### src/rtl/rom_prefetch_if.sv
// rom_prefetch_if: bundles the ROM request/response and core fetch handshake
// signals of the instruction prefetch stage.
//   master : the prefetch unit (drives ROM request and instruction outputs)
//   slave  : the environment (ROM + core), driving read data and fetch controls
interface rom_prefetch_if;
  logic [31:0] rom_addr;     // byte address to ROM
  logic        rom_cs;       // ROM read request
  logic [31:0] rom_rdata;    // ROM read data, valid the cycle after rom_cs
  logic        fetch_en;     // permits new ROM requests
  logic        instr_valid;  // head instruction present
  logic [31:0] instr_rdata;  // head instruction word
  logic [31:0] instr_addr;   // head instruction byte address
  logic        instr_ready;  // core accepts head
  logic        branch_req;   // single-cycle redirect pulse
  logic [31:0] branch_addr;  // redirect target, bits [1:0] ignored

  modport master (
    output rom_addr, rom_cs, instr_valid, instr_rdata, instr_addr,
    input  rom_rdata, fetch_en, instr_ready, branch_req, branch_addr
  );

  modport slave (
    input  rom_addr, rom_cs, instr_valid, instr_rdata, instr_addr,
    output rom_rdata, fetch_en, instr_ready, branch_req, branch_addr
  );
endinterface

### src/rtl/rom_prefetch.sv
// rom_prefetch: instruction prefetch stage between a 1-cycle registered ROM
// and the core fetch port. Issues sequential word addresses, captures the
// returned word one cycle later into a DEPTH-entry FIFO, and hands
// instructions to the core with valid/ready. A branch flushes buffered and
// in-flight words and restarts fetch at the target.
// Ports:
//   HCLK    : clock, all state on rising edge
//   HRESET  : synchronous active-high reset
//   bus     : rom_prefetch_if.master (ROM request/response, core handshake,
//             branch redirect)
module rom_prefetch #(
  parameter int unsigned DEPTH     = 4,
  parameter logic [31:0] BOOT_ADDR = 32'h0000_0000
) (
  input  logic          HCLK,
  input  logic          HRESET,
  rom_prefetch_if.master bus
);
  localparam int unsigned PW = $clog2(DEPTH);
  localparam int unsigned CW = PW + 1;

  logic [31:0]   fetch_pc_q, fetch_pc_d;
  logic          inflight_q, inflight_d;
  logic [31:0]   inflight_addr_q, inflight_addr_d;
  logic [PW-1:0] rd_ptr_q, rd_ptr_d;
  logic [PW-1:0] wr_ptr_q, wr_ptr_d;
  logic [CW-1:0] count_q, count_d;

  logic [31:0]   fifo_addr_q [DEPTH];
  logic [31:0]   fifo_data_q [DEPTH];

  logic [CW-1:0] occupancy;
  logic          issue;
  logic          push;
  logic          pop;
  logic          instr_valid;

  // Occupancy reserves a slot for the word already in flight; a same-cycle
  // pop earns no credit, so the FIFO can never overflow.
  assign occupancy   = count_q + CW'(inflight_q);
  assign issue       = ~HRESET & bus.fetch_en & ~bus.branch_req
                       & (occupancy < CW'(DEPTH));
  assign instr_valid = (count_q != '0);
  assign push        = inflight_q & ~bus.branch_req;
  assign pop         = instr_valid & bus.instr_ready & ~bus.branch_req;

  assign bus.rom_cs      = issue;
  assign bus.rom_addr    = fetch_pc_q;
  assign bus.instr_valid = instr_valid;
  assign bus.instr_rdata = instr_valid ? fifo_data_q[rd_ptr_q] : '0;
  assign bus.instr_addr  = instr_valid ? fifo_addr_q[rd_ptr_q] : '0;

  always_comb begin
    // NOTE: every next-state signal gets a default first so no path leaves it unassigned (no latches).
    fetch_pc_d      = fetch_pc_q;
    inflight_d      = inflight_q;
    inflight_addr_d = inflight_addr_q;
    rd_ptr_d        = rd_ptr_q;
    wr_ptr_d        = wr_ptr_q;
    count_d         = count_q;

    if (bus.branch_req) begin
      // Flush wins: drop buffered and in-flight words, suppress push/pop.
      fetch_pc_d = {bus.branch_addr[31:2], 2'b00};
      inflight_d = 1'b0;
      rd_ptr_d   = '0;
      wr_ptr_d   = '0;
      count_d    = '0;
    end else begin
      inflight_d = issue;
      if (issue) begin
        inflight_addr_d = fetch_pc_q;
        fetch_pc_d      = fetch_pc_q + 32'd4;  // wraps modulo 2^32
      end
      if (push) wr_ptr_d = wr_ptr_q + PW'(1);
      if (pop)  rd_ptr_d = rd_ptr_q + PW'(1);
      case ({push, pop})
        2'b10:   count_d = count_q + CW'(1);
        2'b01:   count_d = count_q - CW'(1);
        default: count_d = count_q;
      endcase
    end
  end

  // NOTE: state flops use non-blocking assignments so every flop samples pre-edge values.
  always_ff @(posedge HCLK) begin
    if (HRESET) begin
      fetch_pc_q      <= BOOT_ADDR;
      inflight_q      <= 1'b0;
      inflight_addr_q <= '0;
      rd_ptr_q        <= '0;
      wr_ptr_q        <= '0;
      count_q         <= '0;
    end else begin
      fetch_pc_q      <= fetch_pc_d;
      inflight_q      <= inflight_d;
      inflight_addr_q <= inflight_addr_d;
      rd_ptr_q        <= rd_ptr_d;
      wr_ptr_q        <= wr_ptr_d;
      count_q         <= count_d;
    end
  end

  // NOTE: FIFO storage has no reset; count_q gates visibility, so stale entries are never observed.
  always_ff @(posedge HCLK) begin
    if (push) begin
      fifo_addr_q[wr_ptr_q] <= inflight_addr_q;
      fifo_data_q[wr_ptr_q] <= bus.rom_rdata;
    end
  end
endmodule

### src/flat_wrapper.sv
// flat-port wrapper written by rule: the top's interface ports become plain ports
module rom_prefetch_flat 
#(
  parameter int unsigned DEPTH     = 4,
  parameter logic [31:0] BOOT_ADDR = 32'h0000_0000
)
  (HCLK, HRESET, bus_rom_addr, bus_rom_cs, bus_instr_valid, bus_instr_rdata, bus_instr_addr, bus_rom_rdata, bus_fetch_en, bus_instr_ready, bus_branch_req, bus_branch_addr);
  rom_prefetch_if bus_i ();
  input  logic HCLK;
  input  logic HRESET;
  output wire logic [$bits(bus_i.rom_addr)-1:0] bus_rom_addr;
  output wire logic [$bits(bus_i.rom_cs)-1:0] bus_rom_cs;
  output wire logic [$bits(bus_i.instr_valid)-1:0] bus_instr_valid;
  output wire logic [$bits(bus_i.instr_rdata)-1:0] bus_instr_rdata;
  output wire logic [$bits(bus_i.instr_addr)-1:0] bus_instr_addr;
  input wire logic [$bits(bus_i.rom_rdata)-1:0] bus_rom_rdata;
  input wire logic [$bits(bus_i.fetch_en)-1:0] bus_fetch_en;
  input wire logic [$bits(bus_i.instr_ready)-1:0] bus_instr_ready;
  input wire logic [$bits(bus_i.branch_req)-1:0] bus_branch_req;
  input wire logic [$bits(bus_i.branch_addr)-1:0] bus_branch_addr;
  assign bus_rom_addr = bus_i.rom_addr;
  assign bus_rom_cs = bus_i.rom_cs;
  assign bus_instr_valid = bus_i.instr_valid;
  assign bus_instr_rdata = bus_i.instr_rdata;
  assign bus_instr_addr = bus_i.instr_addr;
  assign bus_i.rom_rdata = bus_rom_rdata;
  assign bus_i.fetch_en = bus_fetch_en;
  assign bus_i.instr_ready = bus_instr_ready;
  assign bus_i.branch_req = bus_branch_req;
  assign bus_i.branch_addr = bus_branch_addr;
  rom_prefetch #(.DEPTH(DEPTH), .BOOT_ADDR(BOOT_ADDR)) u_core (.HCLK(HCLK), .HRESET(HRESET), .bus(bus_i));
endmodule
### config.mk
export PLATFORM = sky130hd
export DESIGN_NAME = rom_prefetch_flat
export DESIGN_NICKNAME = d
export VERILOG_FILES = /design/src/rtl/rom_prefetch_if.sv /design/src/rtl/rom_prefetch.sv /design/src/flat_wrapper.sv
export SDC_FILE = /design/constraint.sdc
export NUM_CORES = 1
export LEC_CHECK = 0
export CAP_MARGIN = 0
export CELL_PAD_IN_SITES_DETAIL_PLACEMENT = 2
export CELL_PAD_IN_SITES_GLOBAL_PLACEMENT = 2
export CORE_UTILIZATION = 40
export CTS_BUF_LIST = sky130_fd_sc_hd__clkbuf_8
export CTS_CLUSTER_DIAMETER = 40
export DETAILED_ROUTE_END_ITERATION = 16
export PLACE_DENSITY_LB_ADDON = 0.25
export SYNTH_ARGS = -nofsm -noshare
export SYNTH_HDL_FRONTEND = slang
export SYNTH_SLANG_ARGS = --single-unit
### constraint.sdc
create_clock -name HCLK -period 8.29 [get_ports HCLK]
set_clock_uncertainty 0.2 [all_clocks]
set_input_delay 1.658 -clock HCLK [delete_from_list [all_inputs] [get_ports HCLK]]
set_output_delay 1.658 -clock HCLK [all_outputs]
set_load 0.01 [all_outputs]
# After elaboration in Yosys (flattened, before gate mapping)
# Memory sizes are Yosys's and may differ from the RTL's. A register that Yosys moved wholly into a read port is not among the register bits.
# Index checks and enable logic that the tools add are counted.
# Widths: inputs -> output; s select.
dict set report classes {
  mux 11
  n_eq_ne 2
  addsub 6
  reduce_logical 5
  order_cmp 1
  bitwise 8
}
# cell n
set op_table {}
lappend op_table {{$mux 32} 4}
lappend op_table {{$add 32x3->32 const B} 1}
lappend op_table {{$mux 2} 4}
lappend op_table {{$and 1x1->1} 6}
lappend op_table {{$pmux 3 s2} 1}
lappend op_table {{$add 2x1->2 const B} 2}
lappend op_table {{$reduce_bool 2->1} 2}
lappend op_table {{$add 3x1->3} 1}
lappend op_table {{$add 3x1->3 const B} 1}
lappend op_table {{$lt 3x3->1 const B} 1}
lappend op_table {{$reduce_bool 3->1} 1}
lappend op_table {{$sub 3x1->3 const B} 1}
lappend op_table {{$eq 2x1->1 const B} 1}
lappend op_table {{$eq 2x2->1 const B} 1}
lappend op_table {{$mux 1} 2}
lappend op_table {{$not 1->1} 2}
lappend op_table {{$reduce_and 2->1} 1}
lappend op_table {{$reduce_or 2->1} 1}
dict set report totals {
  out_inout_bits 98
  word_cells 42
  reg_bits 72
  ramBits 256
  n_memories 2
}
# memory depth width read_ports rd_ports_with_merged_regs wr line
set mem_list {}
lappend mem_list {u_core.fifo_addr_q 4 32 1 1 1 rom_prefetch.sv:29} ;# logic [31:0] fifo_addr_q [DEPTH];
lappend mem_list {u_core.fifo_data_q 4 32 1 1 1 rom_prefetch.sv:30} ;# logic [31:0] fifo_data_q [DEPTH];

# Logic depth before layout (Yosys ltp)
dict set report logic_depth {
  depth_word 6
  ltp_mapped 9
}

# Worst setup path after synthesis
# No wires, ideal clock.
dict set report synth_timing {
  path_kind {input to output}
  start {input HRESET}
  end {output bus_rom_cs}
  setup_slack_ps 3575
  path_stages 6
  arrival_time_ps 2857
  t_required_ps 6432
  path_cell_list {clkbuf_1 -> nor4bb_1 -> mux2i_1 -> inv_1 -> buf_2 -> buf_1}
}
dict set report synth_via {
  elab_chain_len 4
}
# item line
set synth_rtl {}
lappend synth_rtl {{from (decl)} flat_wrapper.sv:10} ;# input logic HRESET;
lappend synth_rtl {{$not 1->1} rom_prefetch.sv:41} ;# assign issue = ~HRESET & bus.fetch_en & ~bus.branch_req
lappend synth_rtl {{$and 1x1->1 (2 in a row)} rom_prefetch.sv:41}
lappend synth_rtl {{$and 1x1->1} rom_prefetch.sv:42} ;# & (occupancy < CW'(DEPTH));
lappend synth_rtl {{to (decl)} flat_wrapper.sv:12} ;# output wire logic [$bits(bus_i.rom_cs)-1:0] bus_rom_cs;
# Every way passes these cells.

# Final worst setup path
dict set report layout_timing {
  start {input bus_branch_req}
  end {output bus_rom_cs}
}
dict set report layout_via {
  elab_chain_len 3
}
# item line
set layout_rtl {}
lappend layout_rtl {{from (decl)} flat_wrapper.sv:19} ;# input wire logic [$bits(bus_i.branch_req)-1:0] bus_branch_req;
lappend layout_rtl {{$not 1->1} rom_prefetch.sv:41}
lappend layout_rtl {{$and 1x1->1} rom_prefetch.sv:41}
lappend layout_rtl {{$and 1x1->1} rom_prefetch.sv:42}
# Every way passes these cells.

==> summary.md <==
| Metric | Value |
|---|---|
| Status | completed |
| Distinct cells, synth | 56 |
| PwrDens | 209 nW/um^2 |
| Worst Hold End | u_core.inflight_addr_q[18] |
| Commonest non-fill, non-tap cells in the layout | 248 x edfxtp_1, 159 x clkdlybuf4s50_1, 82 x nand2_1, 68 x dfxtp_1, 65 x nor2b_1 |
| Crit-path cells | clkdlybuf4s50_1 > buf_4 > nor4b_1 > mux2i_4 > inv_1 > clkdlybuf4s50_1 |
| Worst path most repeated cell | clkdlybuf4s50_1 |
| Global route total overflow | 0 |
| Synth area leader | edfxtp_1 |
| GRT Overall Usage | 21.1% |
| Seq/Total Area, Yosys | 69.7% |
| Fin crit period | 5410 ps |
| Residual DRC | 0 |
| Post-Route WL | 33.8 mm |
| Die footprint | 32500 sq um |
| Critical path required time | 6430 ps |
| Largest cells by area after synthesis | edfxtp_1 59%, dfxtp_1 11%, mux4_2 11% |
| Mapped Cells | 817 |
| Final Util | 51.1% |
| Commonest non-fill, non-tap cell in the layout | edfxtp_1 |
| Share of cells above drive strength 1 | 16.1% |
| Worst Setup Start Kind | input pin |
| Starting Density | 41.1% |
| H-tree Lvls | 2 |
| First-pass GRT wire length | 52.3 mm |
| LEAKAGE | 5.16 nW |
| Worst-skew pair later-pin latency | 570 ps |
| # diodes | 0 |
| Core area | 30900 sq um |
| Clock root buffer | clkbuf_8 |
| CTS tree | built |
| Reg clk slew, reported paths | 60 ps |
| CP delay by family, top | buffers and inverters |
| Post-synth EDFFs | 248 |
| Final ANT Viol Nets | 0 |
| Endpoints failing setup | 0 |
| CP bufs+invs | 4 |
| Max cap viols | 0 |
| Slowest cell on the critical path | clkdlybuf4s50_1 |
| R2R Path Start | u_core.count_q[2] |
| Final Max Slew Viols | 0 |
| Setup TNS | 0 ps |
| FP Rows | 64 |
| Postcts setup bufs | 0 |
| Port bufs | 160 |
| Fin crit share | 65.3% |
| Post-CTS Hold Buffers | 0 |
| Fin. Hold Viols | 0 |
| Setup CP Type | input pin to primary output |
| Vias per cell | 5.37 |
| CP max FO | 32 |
| Nets | 1073 |
| Drt wl/cell | 23.4 microns |
| Critical Path Sink Type | primary output |
| Cts bufs inserted | 56 |
| Resize count post-CTS | 0 |
| CTS Buffer Depth | 3 |
| Largest net degree at the start of global routing | 65 |
| Die W | 180 microns |
| Cell Area, Synth | 12700 sq um |
| End of the worst register-to-register path | u_core.count_q[2] |
| Vias | 7740 |
| Vias in the first global route | 8597 |
| Worst Hold Launch | u_core.inflight_addr_q[18] |
| YS warnings | 0 |
| Worst-Margin Slew | 1040 ps |
| First-pass DRT Iterations | 5 |
| Total clock sinks | 318 |
| Area grow syn2layout | 24.3% |
| Slew headroom | 30.6% |
| Fmax | 185 MHz |
| Top-area cell type share of the netlist area | 58.7% |
| Gp weighted congestion | 0.750 |
| Worst hold path depth | 2 |
| Critical path's largest stage delay | 540 ps |
| Min-Delay Path Class | flop to flop |
| Seq cells post-synth | 318 |
| Worst R2R Setup Slack | 5310 ps |
| Starting DRT DRC Count | 408 |
| Ys flop type | edfxtp_1 |
| Detail Placement HPWL | 21.1 mm |
| Initial antenna violation count | 0 |
| Worst Path Arrival | 3550 ps |
| # IOs | 167 |
| Syn_area_per_cell | 15.5 sq um |
| Max IR drop VDD | 0.0887 mV |
| Ys async rst share | 0% |
| Height of the chip | 180 microns |
| R2r worst-path depth | 9 |
| Unrepaired setup endpoints after global routing | no |
-- area by class of cell --
class                           count  area, sq um
Timing Repair Buffer              168         1660
Clock buffer                       60          826
Clock inverter                     46          274
Inverter                           18         67.6
Fill cell                        2871        15100
Sequential cell                   318         8850
Tap cell                          396          495
Multi-Input combinational cell    435         3610
-- per-layer routing --
metal  vias to the layer above  global-route usage [%]  wire length, microns
li1                       3469                       -                     -
met1                      3992                    27.9                 14700
met2                       225                    35.9                 16800
met3                        54                    3.98                  1690
met4                         0                    5.71                   621
met5                         -                       0                     0
-- cells in the mapped netlist (5+ instances only) --
master,instances
nand3_1,17
or3_1,5
xor2_1,7
a21oi_1,50
xnor2_1,6
mux2i_1,5
clkbuf_1,30
nor2_1,28
edfxtp_1,248
nand4_1,9
nand2_1,82
inv_1,18
ha_1,6
nor2b_1,65
a31oi_1,5
nor4_1,6
nor3_1,9
dfxtp_1,70
and2_1,8
mux4_2,62
o21ai_0,10
a211oi_1,8
buf_1,7
buf_2,8
-- worst reg2reg max path: stages (launching register included) --
cell and delay (ps):
dfxtp_1 430, nor3_2 60, buf_4 330, nor3b_1 550, ha_1 300, inv_1 70, fa_1 370, xor2_1 160
or3_1 310, a21oi_1 140
-- kinds of logic after synthesis --
kind of cell	count (synthesis)	synth area share, %
other cells	1	0.0295
mux	71	11.8
xor+xnor	13	0.897
flops	318	69.7
buf+inv	67	2.18
compound gates	90	4.22
fa+ha+maj	7	0.749
simple gates	250	10.4
-- flip-flops by register name, summed over array words and instances, names as in the netlist, named ones only --
register and flops:
u_core.count_q 3, u_core.wr_ptr_q 2, u_core.fifo_data_q 128, u_core.inflight_addr_q 30, u_core.fifo_addr_q 120, u_core.inflight_q 1, u_core.rd_ptr_q 2, u_core.bus.rom_addr 30
-- worst max-delay path by stage --
stage,from,cells past startpoint,slack [ps],end
2_1_floorplan,HRESET,6,3570,bus_rom_cs
5_1_grt,flop,4,2760,bus_instr_rdata[21]
4_1_cts,bus_branch_req,6,2850,bus_rom_cs
3_3_place_gp,bus_branch_req,6,2860,bus_rom_cs
3_5_place_dp,bus_branch_req,6,2850,bus_rom_cs
6_report,bus_branch_req,6,2880,bus_rom_cs
-- where the power goes --
part	total [mW]	internal (mW)	switching (mW)
Clock	1.40	0.763	0.640
Sequential	1.75	1.73	0.0270
Combinational	0.137	0.0690	0.0676
-- stage by stage --
| stage | hold WS, ps | instances | power [mW] | worst slack [ps] | area (sq um) |
|---|---|---|---|---|---|
| after floorplan | 260 | 820 | 1.83 | 3570 | 12700 |
| after global placement | 279 | 1335 | 1.92 | 2860 | 14700 |
| after detailed placement | 296 | 1335 | 1.93 | 2850 | 14700 |
| after CTS | 307 | 1441 | 3.33 | 2850 | 15800 |
| after global routing | 321 | 1441 | 3.41 | 2760 | 15800 |
| final | 307 | 1441 | 3.29 | 2880 | 15800 |
Note: power is estimated with default switching activity, not from simulation.
